File: src/rtl/vga_timing_gen.sv
// 640x480@60 raster timing: pixel enable at Clk/2, scan counters and a registered
// decode stage producing coordinates, blanking, syncs and a vertical-blank strobe.
module vga_timing_gen #(
  parameter int unsigned H_VISIBLE = 640,
  parameter int unsigned H_FP      = 16,
  parameter int unsigned H_SYNC    = 96,
  parameter int unsigned H_BP      = 48,
  parameter int unsigned V_VISIBLE = 480,
  parameter int unsigned V_FP      = 10,
  parameter int unsigned V_SYNC    = 2,
  parameter int unsigned V_BP      = 33
) (
  input  logic        Clk,
  input  logic        Reset_n,
  output logic        pixel_clk,
  output logic        hs,
  output logic        vs,
  output logic        blank,
  output logic [9:0]  DrawX,
  output logic [9:0]  DrawY,
  output logic        vblank_start
);

  localparam int unsigned CW      = 10;
  localparam int unsigned KW      = 11;
  localparam int unsigned H_TOTAL = H_VISIBLE + H_FP + H_SYNC + H_BP;
  localparam int unsigned V_TOTAL = V_VISIBLE + V_FP + V_SYNC + V_BP;

  if (H_TOTAL > 1024 || V_TOTAL > 1024) begin : g_bad_totals
    $error("vga_timing_gen: H_TOTAL and V_TOTAL must not exceed 1024");
  end

  localparam logic [CW-1:0] H_LAST   = CW'(H_TOTAL - 1);
  localparam logic [CW-1:0] V_LAST   = CW'(V_TOTAL - 1);
  localparam logic [CW-1:0] V_VIS_C  = CW'(V_VISIBLE);
  // Decode bounds are one bit wider so a boundary of exactly 1024 still compares correctly
  localparam logic [KW-1:0] H_VIS_K  = KW'(H_VISIBLE);
  localparam logic [KW-1:0] V_VIS_K  = KW'(V_VISIBLE);
  localparam logic [KW-1:0] H_SB_K   = KW'(H_VISIBLE + H_FP);
  localparam logic [KW-1:0] H_SE_K   = KW'(H_VISIBLE + H_FP + H_SYNC);
  localparam logic [KW-1:0] V_SB_K   = KW'(V_VISIBLE + V_FP);
  localparam logic [KW-1:0] V_SE_K   = KW'(V_VISIBLE + V_FP + V_SYNC);

  logic          pix_ce_q;
  logic [CW-1:0] hc_q, hc_d;
  logic [CW-1:0] vc_q, vc_d;
  logic [KW-1:0] hc_k, vc_k;
  logic          blank_d, hs_d, vs_d, vbs_d;
  logic          blank_q, hs_q, vs_q, vbs_q;
  logic [CW-1:0] drawx_q, drawy_q;

  // Scan counters advance only on pixel-enable cycles
  always_comb begin
    hc_d = hc_q;
    vc_d = vc_q;
    if (pix_ce_q) begin
      if (hc_q == H_LAST) begin
        hc_d = '0;
        vc_d = (vc_q == V_LAST) ? '0 : vc_q + CW'(1);
      end else begin
        hc_d = hc_q + CW'(1);
      end
    end
  end

  // Decode of the current counter position, registered one Clk later
  always_comb begin
    hc_k    = {1'b0, hc_q};
    vc_k    = {1'b0, vc_q};
    blank_d = (hc_k < H_VIS_K) && (vc_k < V_VIS_K);
    hs_d    = !((hc_k >= H_SB_K) && (hc_k < H_SE_K));
    vs_d    = !((vc_k >= V_SB_K) && (vc_k < V_SE_K));
    vbs_d   = (hc_q == '0) && (vc_q == V_VIS_C) && !pix_ce_q;
  end

  always_ff @(posedge Clk or negedge Reset_n) begin
    if (!Reset_n) begin
      pix_ce_q <= 1'b0;
      hc_q     <= '0;
      vc_q     <= '0;
      blank_q  <= 1'b0;
      hs_q     <= 1'b1;
      vs_q     <= 1'b1;
      vbs_q    <= 1'b0;
      drawx_q  <= '0;
      drawy_q  <= '0;
    end else begin
      pix_ce_q <= ~pix_ce_q;
      hc_q     <= hc_d;
      vc_q     <= vc_d;
      blank_q  <= blank_d;
      hs_q     <= hs_d;
      vs_q     <= vs_d;
      vbs_q    <= vbs_d;
      drawx_q  <= hc_q;
      drawy_q  <= vc_q;
    end
  end

  assign pixel_clk    = pix_ce_q;
  assign hs           = hs_q;
  assign vs           = vs_q;
  assign blank        = blank_q;
  assign DrawX        = drawx_q;
  assign DrawY        = drawy_q;
  assign vblank_start = vbs_q;

endmodule

File: config.mk
export PLATFORM = sky130hd
export DESIGN_NAME = vga_timing_gen
export DESIGN_NICKNAME = d
export VERILOG_FILES = /design/src/rtl/vga_timing_gen.sv
export SDC_FILE = /design/constraint.sdc
export NUM_CORES = 1
export LEC_CHECK = 0
export BUFFER_PORTS_ARGS = -buffer_cell sky130_fd_sc_hd__buf_2
export CAP_MARGIN = 20
export CORE_MARGIN = 3
export CORE_UTILIZATION = 55
export CTS_CLUSTER_SIZE = 25
export DETAILED_ROUTE_END_ITERATION = 10
export PLACE_DENSITY_LB_ADDON = 0.05
export SLEW_MARGIN = 5
export SYNTH_ARGS = -nofsm -noshare
export SYNTH_HDL_FRONTEND = slang
export SYNTH_SLANG_ARGS = --single-unit
File: constraint.sdc
create_clock -name Clk -period 5.8 [get_ports Clk]
set_input_delay 0.58 -clock Clk [delete_from_list [all_inputs] [get_ports Clk]]
set_output_delay 0.58 -clock Clk [all_outputs]
set_load 0.005 [all_outputs]
**Word-level counts from Yosys, hierarchy flattened**

Cells that the tools add are included.

- Register bits after elaboration: 45
- Bits of input ports: 2
- Output and inout port bits: 25
- Logic and storage cells: 33

- Add/subtract/negate cells: 2
- Order comparisons: 6
- Equality and inequality tests: 3
- Mux-type cells: 2
- Bitwise logic cells: 1
- Reduce and logical (&&, ||, !) cells: 10

Operators by type and width:

| operator | number |
|---|---|
| $add A10 B1 Y10 const B | 2 |
| $eq A10 B10 Y1 const B | 2 |
| $lt A10 B10 Y1 const B | 2 |
| $lt A10 B9 Y1 const B | 2 |
| $mux W10 | 2 |
| $eq A10 B9 Y1 const B | 1 |
| $ge A10 B10 Y1 const B | 1 |
| $ge A10 B9 Y1 const B | 1 |
| $logic_not A10 Y1 | 1 |
| $logic_and A1 B1 Y1 | 5 |
| $logic_not A1 Y1 | 3 |
| $reduce_and A2 Y1 | 1 |
| $not A1 Y1 | 1 |

**Longest topological paths before layout**

- Depth in word-level cells: 3
- Gate-level depth with buffers: 7
- Gate-level depth less buffers: 6

**Worst setup path before layout**

Ideal clock, no wire load.

- Path type: reg-to-reg
- From: register hc_q[6]
- To: register vc_q[6]
- Library setup time: 66 ps
- Arrival: 1778 ps
- Data required time: 5734 ps
- Setup slack: 3956 ps
- Cell stages (with the launch flop): 5
- Path buffers: 0
- Clock period less this slack: 1844 ps
- Path through: dfrtp_1 -> or2_4 -> or4_4 -> or4_1 -> nand2_1

- Word-level cells in the longest chain between the ends: 2

RTL lines:

| item | RTL line | source |
|---|---|---|
| start: declaration | 45 | `logic [CW-1:0] hc_q, hc_d;` |
| start signal: assignment | 79 | `hc_q <= '0;` |
| start signal: assignment | 89 | `hc_q <= hc_d;` |
| $eq A10 B10 Y1 | 57 | `if (hc_q == H_LAST) begin` |
| $reduce_and A2 Y1 (no source line) | - |  |
| end signal: assignment | 90 | `vc_q <= vc_d;` |
| end: declaration | 46 | `logic [CW-1:0] vc_q, vc_d;` |

No other way between the ends.
A chain may end at the register's enable or synchronous reset.

**Worst setup path after layout**

- From: register hc_q[1]
- To: register vc_q[4]

The elaborated chain is that of the path after synthesis.

==> summary.txt <==
STA
  – Max Fclk: 448.1 MHz
  – Hold Slack: 0.3492 ns
  – Headroom to the max-slew limit: 0.3842
  – Period Utilization, post-route: 0.3848
  – Final hold viol count: 0
  – Least-Margin Pin Slew: 0.9238 ns
  – Fin. max-slew vios: 0
  – RSZ-0062 raised after global routing: no
  – Setup violators final: 0
  – Setup TNS: 0 ns
  – Final Critical Period: 2.232 ns
  – Worst Skew: 0.01214 ns

Floorplan
  – Die W: 62.58 um
  – Ports: 27
  – Die ar.: 0.003916 mm^2
  – Die Ht: 62.58 um
  – Core ar.: 0.002900 mm^2
  – Initial Util: 0.6070
  – Row Count: 19

Run
  – Max-cap check violation count: 0

Critical path
  – CP Max Fanout: 10
  – R2R Path Start: hc_q[1]
  – Startpoint Class: flip-flop
  – Largest delay share family, worst path: simple AND/OR/NAND/NOR gates
  – Slowest library cell on the worst path: nor4_1
  – Crit path DAT: 2.47 ns
  – Critical path class: reg2reg
  – CP bufs+invs: 1
  – R2R cell count: 6
  – Crit-path cells: ha_1, nand2_1, nor4_1, buf_4, and3_1, mux2_2
  – Crit path capture type: flip-flop
  – R2r setup slk: 3.57 ns
  – CP required: 6.04 ns
  – FF-to-FF End: vc_q[4]
  – Crit-path max cell delay: 0.58 ns

Synthesis
  – Area contributors post-synth: dfrtp_1 61%, nand4_1 3.2%, dfstp_2 3.0%, ha_1 2.8%, xnor2_1 2.5%
  – Async set or reset register ratio after synthesis: 1.000
  – Synth top area share: 0.6112
  – Yosys top cell by area: dfrtp_1
  – Simple-Gate Fraction of Synth Area: 0.1819
  – Yosys Warn Count: 0
  – Sequential share of the synthesized area: 0.6411
  – Number of synthesized flops with an enable pin: 0
  – Post-synthesis register bit count: 45
  – Netlist cell types: 34
  – Synth Area in Adders: 0.02843
  – Mux cell area share after synthesis: 0.01919
  – Post-Synth XOR/XNOR Area: 0.03980
  – Synth cell count leaders: 43 x dfrtp_1, 11 x nor2_1, 9 x nand4_1, 7 x o21ai_0
  – Compound-Gate Fraction of Synth Area: 0.06681
  – Synth Flop Type: dfrtp_1
  – Post-Syn Area per Cell: 12.31 um^2
  – Main combinational cell family by area after synthesis: simple AND/OR/NAND/NOR gates
  – Synthesized instance count: 143
  – Cell area after synthesis: 0.001760 mm^2
  – Count leader, synth: dfrtp_1
  – Syn nets: 149

Clock tree
  – Clk_lat worst skew: 0.35 ns
  – Clock-pin slew on the worst setup and hold paths: 0.13 ns
  – Post-CTS setup repair buffer count: 0
  – CTS Root Buffer Type: clkbuf_4
  – Sink Count: 45
  – Num CTS Buffers: 5
  – TritonCTS clock tree: done
  – H-Tree Depth: 2
  – Cts hold-fix bufs: 0
  – Buffer depth of the longest clock path: 2
  – Resize count post-CTS: 0

Final layout
  – Non-filler cells, final: 216
  – Layout cell share with drive strength beyond 1: 0.2529
  – Utilization after layout: 0.6972
  – # nets final: 179
  – Area growth from synthesis to layout: 14.85%
  – Diodes inserted: 0

Drt
  – Final ANT Viol Nets: 0
  – Starting DRT DRC Count: 77
  – Vias/cell: 5.662
  – WL/cell: 14.67 um
  – Total wire length: 3.169 mm
  – Routed via count: 1223
  – Drt first pass iters: 4
  – Drt drc: 0

Placed design
  – GP Congestion: 0.8124
  – Inst Count DP: 208
  – Detailed placement HPWL: 2.183 mm
  – Port bufs: 26

GRT
  – GRT Total Usage: 0.1812
  – Vias in the first global route: 1138
  – First-pass GRT wire length: 5.561 mm
  – Antenna violations before repair: 0
  – Largest net degree at the start of global routing: 46
  – Overflow after GRT: 0

Pwr
  – VDD IR max: 0.1742 mV
  – P_leak: 0.9780 nW
  – Power per cell area: 255.7 mW/mm^2

Run status
  – Status: finished clean

Worst hold path
  – Hold Path Class: in2async
flip-flops by register name, summed over array words and instances (netlist names):
signal	count
vblank_start	1
DrawX	10
pixel_clk	1
vc_q	10
blank	1
DrawY	10
hc_q	10
hs	1
vs	1
routing by layer:
layer | up-vias | share of wire | track usage
li1 | 568 | - | -
met1 | 596 | 0.46 | 0.2488
met2 | 54 | 0.44 | 0.2756
met3 | 5 | 0.081 | 0.05216
met4 | 0 | 0.018 | 0.06612
met5 | - | 0 | 0
logic make-up after synthesis:
family / Yosys count
AOI/OAI and AO/OA: 18
xor gates and xnor gates: 8
adders and majority gates: 4
buffers and inverters: 10
DFF: 45
muxes: 3
and+or+nand+nor: 55
worst max-delay path by stage:
stage | start | end | depth (start not counted)
after global placement | hc_q[1] | vc_q[4] | 6
after detailed placement | hc_q[1] | vc_q[4] | 6
after CTS | hc_q[1] | vc_q[4] | 6
after floorplan | hc_q[6] | vc_q[6] | 4
final | hc_q[1] | vc_q[4] | 6
after global routing | hc_q[1] | vc_q[4] | 6
cells in the final DEF (no fill, tap or decap), types with 4 or more instances in the layout:
| master | Yosys | routed |
|---|---|---|
| dfrtp_1 | 43 | 43 |
| buf_2 | 2 | 26 |
| nor2_1 | 11 | 11 |
| nand4_1 | 9 | 9 |
| o21ai_0 | 7 | 7 |
| inv_1 | 6 | 6 |
| nand2_1 | 6 | 6 |
| nor3_1 | 5 | 5 |
| xnor2_1 | 5 | 5 |
| clkbuf_4 | 0 | 5 |
| a21oi_1 | 4 | 4 |
| and3_1 | 4 | 4 |
| a22o_1 | 4 | 4 |
| ha_1 | 4 | 4 |
where the power goes:
part / leakage (nW) / total (mW) / switching [mW] / internal (mW)
Sequential: 0.592 / 0.314 / 0 / 0.314
Clock: 0.0445 / 0.198 / 0.0952 / 0.102
Combinational: 0.342 / 0.00566 / 0.00541 / 0.000244
Total: 0.978 / 0.517 / 0.101 / 0.416
worst reg2reg max path, cell delays in order (launching register included):
cell and delay, ns:
dfrtp_1 0.45, ha_1 0.22, nand2_1 0.12, nor4_1 0.58, buf_4 0.27, and3_1 0.17, mux2_2 0.33
per-stage QoR:
step | worst slack [ns] | power [mW] | cell area [um^2]
global route | 3.409 | 0.5380 | 2022
global placement | 3.730 | 0.3257 | 1933
finish | 3.568 | 0.5170 | 2022
CTS | 3.599 | 0.5206 | 2022
detailed placement | 3.634 | 0.3259 | 1933
floorplan | 3.956 | 0.3198 | 1760
area by class of cell:
type / count / area, um^2
sequential: 45 / 1129
fill: 226 / 878.3
inverter: 6 / 22.52
tap: 42 / 52.55
timing repair buffer: 27 / 137.6
multi-input combinational: 88 / 591.8
clock inverter: 2 / 37.54
clock buffer: 6 / 51.30
Power figures use the tool's default switching activity.
